$ cat src/rtl/lcd_scanout.sv
`default_nettype none
// lcd_scanout: fetches the 96x64 1bpp LCD framebuffer one row at a time into a
// double line buffer and streams H_SCALE x V_SCALE scaled RGB332 pixels. Rev 1.0
module lcd_scanout #(
  parameter int                ADDR_W       = 24,
  parameter logic [ADDR_W-1:0] FB_BASE      = 24'h001000,
  parameter int                H_SCALE      = 4,
  parameter int                V_SCALE      = 4,
  parameter logic [7:0]        ON_COLOR     = 8'h00,
  parameter logic [7:0]        OFF_COLOR    = 8'hFF,
  parameter logic [7:0]        BORDER_COLOR = 8'h49
) (
  input  logic              pclk,
  input  logic              reset,
  input  logic              frame_start,
  input  logic              line_start,
  input  logic              pix_req,
  output logic              mem_rd,
  output logic [ADDR_W-1:0] mem_addr,
  input  logic [7:0]        mem_data,
  output logic [7:0]        pixel,
  output logic              pixel_valid,
  output logic              busy,
  output logic              err_overrun
);

  localparam int         VSH    = $clog2(V_SCALE);
  localparam logic [2:0] H_LAST = 3'(H_SCALE - 1);

  typedef enum logic [1:0] {
    IDLE  = 2'd0,
    FETCH = 2'd1,
    DRAIN = 2'd2
  } state_t;

  state_t              state_q, state_d;
  logic [9:0]          line_q, line_d;
  logic [6:0]          x_q, x_d;
  logic [6:0]          cap_x_q, cap_x_d;
  logic                cap_valid_q, cap_valid_d;
  logic [2:0]          bitsel_q, bitsel_d;
  logic [95:0]         front_q, front_d, back_q, back_d;
  logic                front_valid_q, front_valid_d;
  logic                back_valid_q, back_valid_d;
  logic                mem_rd_q, mem_rd_d;
  logic [ADDR_W-1:0]   mem_addr_q, mem_addr_d;
  logic                busy_q, busy_d;
  logic                err_q, err_d;
  logic [2:0]          sub_q, sub_d;
  logic [6:0]          px_q, px_d;
  logic [7:0]          pixel_q, pixel_d;
  logic                pixel_valid_q, pixel_valid_d;

  logic                trig;
  logic [9:0]          l_next;
  logic [9:0]          row_full;
  logic [5:0]          row;

  always_comb begin
    state_d       = state_q;
    line_d        = line_q;
    x_d           = x_q;
    cap_x_d       = cap_x_q;
    cap_valid_d   = 1'b0;
    bitsel_d      = bitsel_q;
    front_d       = front_q;
    back_d        = back_q;
    front_valid_d = front_valid_q;
    back_valid_d  = back_valid_q;
    mem_rd_d      = mem_rd_q;
    mem_addr_d    = mem_addr_q;
    busy_d        = busy_q;
    err_d         = err_q;
    sub_d         = sub_q;
    px_d          = px_q;
    pixel_d       = pixel_q;
    pixel_valid_d = pix_req;

    trig     = frame_start | line_start;
    l_next   = (line_q == 10'd1023) ? line_q : line_q + 10'd1;
    row_full = frame_start ? 10'd0 : (l_next >> VSH);
    row      = row_full[5:0];

    // Read data lands one cycle after its strobe; a new trigger discards it.
    if (cap_valid_q && !trig) begin
      back_d[cap_x_q] = mem_data[bitsel_q];
    end

    case (state_q)
      FETCH: begin
        cap_valid_d = 1'b1;
        cap_x_d     = x_q;
        if (x_q == 7'd95) begin
          state_d  = DRAIN;
          mem_rd_d = 1'b0;
        end else begin
          x_d        = x_q + 7'd1;
          mem_addr_d = mem_addr_q + ADDR_W'(1);
        end
      end
      DRAIN: begin
        state_d      = IDLE;
        busy_d       = 1'b0;
        back_valid_d = 1'b1;
      end
      default: ;
    endcase

    if (frame_start) begin
      line_d        = 10'd0;
      err_d         = 1'b0;
      front_valid_d = 1'b0;
    end else if (line_start) begin
      front_d       = back_q;
      front_valid_d = back_valid_q;
      line_d        = l_next;
      if (busy_q) err_d = 1'b1;
    end

    if (trig) begin
      back_valid_d = 1'b0;
      cap_valid_d  = 1'b0;
      x_d          = 7'd0;
      if (row_full < 10'd64) begin
        state_d    = FETCH;
        busy_d     = 1'b1;
        mem_rd_d   = 1'b1;
        mem_addr_d = FB_BASE + (ADDR_W'(row[5:3]) * ADDR_W'(96));
        bitsel_d   = row[2:0];
      end else begin
        state_d  = IDLE;
        busy_d   = 1'b0;
        mem_rd_d = 1'b0;
      end
    end

    if (pix_req) begin
      if (!front_valid_q || (px_q >= 7'd96)) begin
        pixel_d = BORDER_COLOR;
      end else if (front_q[px_q]) begin
        pixel_d = ON_COLOR;
      end else begin
        pixel_d = OFF_COLOR;
      end
      if (sub_q == H_LAST) begin
        sub_d = 3'd0;
        if (px_q != 7'd96) px_d = px_q + 7'd1;
      end else begin
        sub_d = sub_q + 3'd1;
      end
    end

    if (trig) begin
      sub_d = 3'd0;
      px_d  = 7'd0;
    end
  end

  always_ff @(posedge pclk) begin
    if (!reset) begin
      state_q       <= IDLE;
      line_q        <= 10'd0;
      x_q           <= 7'd0;
      cap_x_q       <= 7'd0;
      cap_valid_q   <= 1'b0;
      bitsel_q      <= 3'd0;
      front_q       <= '0;
      back_q        <= '0;
      front_valid_q <= 1'b0;
      back_valid_q  <= 1'b0;
      mem_rd_q      <= 1'b0;
      mem_addr_q    <= '0;
      busy_q        <= 1'b0;
      err_q         <= 1'b0;
      sub_q         <= 3'd0;
      px_q          <= 7'd0;
      pixel_q       <= BORDER_COLOR;
      pixel_valid_q <= 1'b0;
    end else begin
      state_q       <= state_d;
      line_q        <= line_d;
      x_q           <= x_d;
      cap_x_q       <= cap_x_d;
      cap_valid_q   <= cap_valid_d;
      bitsel_q      <= bitsel_d;
      front_q       <= front_d;
      back_q        <= back_d;
      front_valid_q <= front_valid_d;
      back_valid_q  <= back_valid_d;
      mem_rd_q      <= mem_rd_d;
      mem_addr_q    <= mem_addr_d;
      busy_q        <= busy_d;
      err_q         <= err_d;
      sub_q         <= sub_d;
      px_q          <= px_d;
      pixel_q       <= pixel_d;
      pixel_valid_q <= pixel_valid_d;
    end
  end

  assign mem_rd      = mem_rd_q;
  assign mem_addr    = mem_addr_q;
  assign pixel       = pixel_q;
  assign pixel_valid = pixel_valid_q;
  assign busy        = busy_q;
  assign err_overrun = err_q;

endmodule
`default_nettype wire

$ cat config.mk
export PLATFORM = sky130hd
export DESIGN_NAME = lcd_scanout
export DESIGN_NICKNAME = d
export VERILOG_FILES = /design/src/rtl/lcd_scanout.sv
export SDC_FILE = /design/constraint.sdc
export NUM_CORES = 1
export LEC_CHECK = 0
export CAP_MARGIN = 20
export CORE_ASPECT_RATIO = 0.5
export CORE_MARGIN = 1.5
export CORE_UTILIZATION = 30
export CTS_CLUSTER_SIZE = 40
export DETAILED_ROUTE_END_ITERATION = 6
export PLACE_DENSITY = 0.58
export SETUP_SLACK_MARGIN = 0.5
export SYNTH_ARGS = -nofsm -noshare
export SYNTH_HDL_FRONTEND = slang
export SYNTH_SLANG_ARGS = --single-unit
$ cat constraint.sdc
create_clock -name pclk -period 2.5 [get_ports pclk]
set_clock_uncertainty 0.05 [all_clocks]
set_input_delay 0.5 -clock pclk [delete_from_list [all_inputs] [get_ports pclk]]
set_output_delay 0.5 -clock pclk [all_outputs]
set_load 0.01 [all_outputs]
==> flow_summary_export.csv <==
group,metric,value,unit
synthesis,ys_seq_area_share,45.4,%
cts,cts_root_buf,"clkbuf_16",
drt,first_pass_iters,5,
global_route,grt_overflow_total,0,
timing,slew_violations,0,
synthesis,async_flop_share,0,%
timing,setup_viol,0,
cts,path_clk_slew,70,ps
drt,drc_errors,0,
die,die_h,142,µm
outcome,status,"complete, no violations",
layout,drive_gt1_share,14.5,%
setup_path,startpoint_type,"register",
global_route,grt_antenna_before_repair,0,
timing,tightestPinTransition,597,ps
synthesis,avgSynthCellArea,8.10,µm²
setup_path,cp.required,2910,ps
setup_path,crit_chain,"ha_4, and2_4, and4_4, and3_4, nor3_4, buf_4, a21o_1, ha_2, or4_1, o211ai_1",
timing,max_slew_margin,60.1,%
cts,htreeDepth,1,
drt,drt-initial-drc-count,790,
cts,clk_latency,550,ps
setup_path,crit_type,"register to register",
setup_path,slowest_stage,"or4_1",
die,die-area,40100,µm²
setup_path,critPathMaxStageDelay,460,ps
flow_run,maxCapViolations,0,
die,rows,50,
setup_path,critPathBufInv,1,
synthesis,syn_inst,1438,
setup_path,worstPathMaxFanout,4,
global_route,grt_pass1_vias,9343,
synthesis,synth_edf_count,0,
layout,final_cell_area,14500,µm²
cts,cts_hold_buffers,0,
layout,area_growth,24.5,%
global_route,met2_usage,24.3,%
layout,layout.nets,1523,
layout,diodes,0,
die,design.core.area,37800,µm²
setup_path,cp.arrival,2760,ps
timing,rsz0062_at_grt,"true",
power,peakVddDrop,0.406,mV
die,start_util,30.8,%
global_route,grt_pass1_wl,50900,µm
drt,wire_per_inst,15.5,µm
global_route,grtUsageMet1,22.5,%
power,power_density,602,nW/µm²
placed_design,hpwl,19800,µm
synthesis,ys_types,63,
synthesis,syn-num-nets,1458,
setup_path,crit_family,"simple AND/OR/NAND/NOR gates",
placed_design,placed_cell_area,13200,µm²
cts,tritoncts,"built",
global_route,use_met3,2.76,%
drt,vias,10100,
layout,fill_cells,3916,
synthesis,netlist_area,11600,µm²
drt,via_per_inst,4.96,
die,die_width,282,µm
timing,layout_min_cycle_time,2350,ps
global_route,busiest_layer,"met2",
cts,cts_made_buffers,27,
drt,final_antenna_net_count,0,
global_route,grt_max_degree,60,
power,leakagePower,4.81,nW
synthesis,ys.flop_type,"dfxtp_1",
cts,clock-sinks,264,
timing,timing.fmax,426,MHz
timing,finalCritPeriodShare,94.0,%
placed_design,numPortBuffers,48,
layout,regArea,5320,µm²
timing,whs,396,ps
synthesis,ys_warn_count,0,
die,io_pins,49,
global_route,track_usage,15.6,%
cts,cts_buffer_depth,3,
setup_path,cp-end-kind,"register",
layout,utilization,38.4,%
timing,hold_viol,0,
worst_hold_path,hp-class,"register to register",
placed_design,gp_congestion,0.808,
layout,multiInputGateArea,6000,µm²
drt,routed_wl,31600,µm
synthesis,ys_seq_elements,264,
timing,tns,0,ps
[cell type report]
type / instances / share of cell area [%]
Multi-Input combinational cell: 1053 / 41.4
Clock inverter: 7 / 0.794
Sequential cell: 264 / 36.7
Tap cell: 520 / 4.49
Inverter: 11 / 0.345
Timing Repair Buffer: 146 / 10.8
Clock buffer: 41 / 5.44
[metal layers]
metal,routed length (µm),up-vias
met5,0,-
met4,529,0
met3,1780,35
met2,13900,209
met1,15400,4807
li1,-,5073
[synthesized netlist by cell type, drive strengths merged (2+ instances only)]
master	instances	area share, %
xor2	22	1.7
a21o	3	0.19
a21oi	177	7.6
a211oi	2	0.13
dfxtp	264	45
nand3	23	0.99
nor3b	4	0.26
o22ai	8	0.43
ha	7	0.75
mux2i	17	1.5
inv	11	0.35
buf	44	2.2
clkbuf	66	2.1
and2	6	0.37
a2111oi	3	0.71
nand2b	16	0.86
mux4	20	4.1
nor2	205	6.7
or2	2	0.11
nand3b	4	0.26
and3b	2	0.15
nand4	16	0.99
o21ai	12	0.52
and3	18	1.0
or3	5	0.27
nand4b	2	0.15
nor2b	8	0.43
a311oi	41	3.1
a31oi	5	0.27
xnor2	18	1.4
o211ai	3	0.19
nor4	3	0.29
nor3	71	3.1
or4	2	0.13
nand2	310	10
and4	4	0.30
[cells by family after synthesis]
logic type,count (synthesis),synth area share (%)
buffers and inverters,121,4.67
and+or+nand+nor,703,26.5
muxes,38,5.69
DFF,264,45.4
AOI/OAI and AO/OA,265,14.0
xor gates and xnor gates,40,3.01
adders and majority gates,7,0.752
[flip-flops by register name, summed over array words and instances, names as in the netlist]
signal,count
px_q,7
cap_x_q,7
cap_valid_q,1
err_overrun,1
busy,1
bitsel_q,3
mem_addr,24
back_valid_q,1
pixel,2
sub_q,3
back_q,96
line_q,10
x_q,7
state_q,2
front_valid_q,1
front_q,96
pixel_valid,1
mem_rd,1
[cell usage in the layout, fill, tap and decap left out, types with 5 or more instances in the layout]
master	count
mux4_1	5
clkbuf_1	8
dfxtp_2	12
mux4_2	15
nor3_1	69
mux2i_1	16
nand2_1	305
nand3_1	23
xnor2_1	17
o22ai_1	8
nand2b_1	14
clkbuf_8	6
clkdlybuf4s50_1	13
dfxtp_1	248
and3_1	17
buf_12	26
a311oi_1	41
clkbuf_16	28
xor2_1	22
buf_4	65
o21ai_0	10
inv_1	9
nor2_1	198
nand4_1	15
a21oi_1	174
dlygate4sd2_1	34
nor2b_1	7
[power breakdown]
| part | switching, W | total, W | internal, W |
|---|---|---|---|
| sequential | 0.0000115 | 0.00422 | 0.00421 |
| combinational | 0.000223 | 0.000338 | 0.000115 |
| clock | 0.00169 | 0.00416 | 0.00247 |
| total | 0.00192 | 0.00872 | 0.00680 |
[stage by stage]
step	setup WS, ps	cells	power (W)
after floorplan	194	1438	0.00450
after global placement	-29.5	1962	0.00465
after global routing	42.5	2042	0.00899
final	151	2042	0.00872
after CTS	178	2029	0.00881
after detailed placement	-30.8	1962	0.00465
[worst min-delay path, stage by stage, from the launching register on]
cell	delay, ps
dfxtp_1	310
nand2_1	50
a21oi_1	50
[final timing paths]
path | slack, ps | start | end | cells past startpoint
max | 150 | line_q[0] | mem_addr[8] | 10
min | 400 | back_q[36] | front_q[36] | 2
max reg2reg | 150 | line_q[0] | mem_addr[8] | 10
min reg2reg | 400 | back_q[36] | front_q[36] | 2
[repair_timing]
action / in CTS / in global routing
pin swaps: 17 / 21
resized for setup: 62 / 36
setup endpoints to repair: 54 / 45
setup buffers: 17 / 12
hold endpoints to repair: 0 / 0
cloned: 2 / 1
Note: power is estimated with default switching activity, not from simulation.
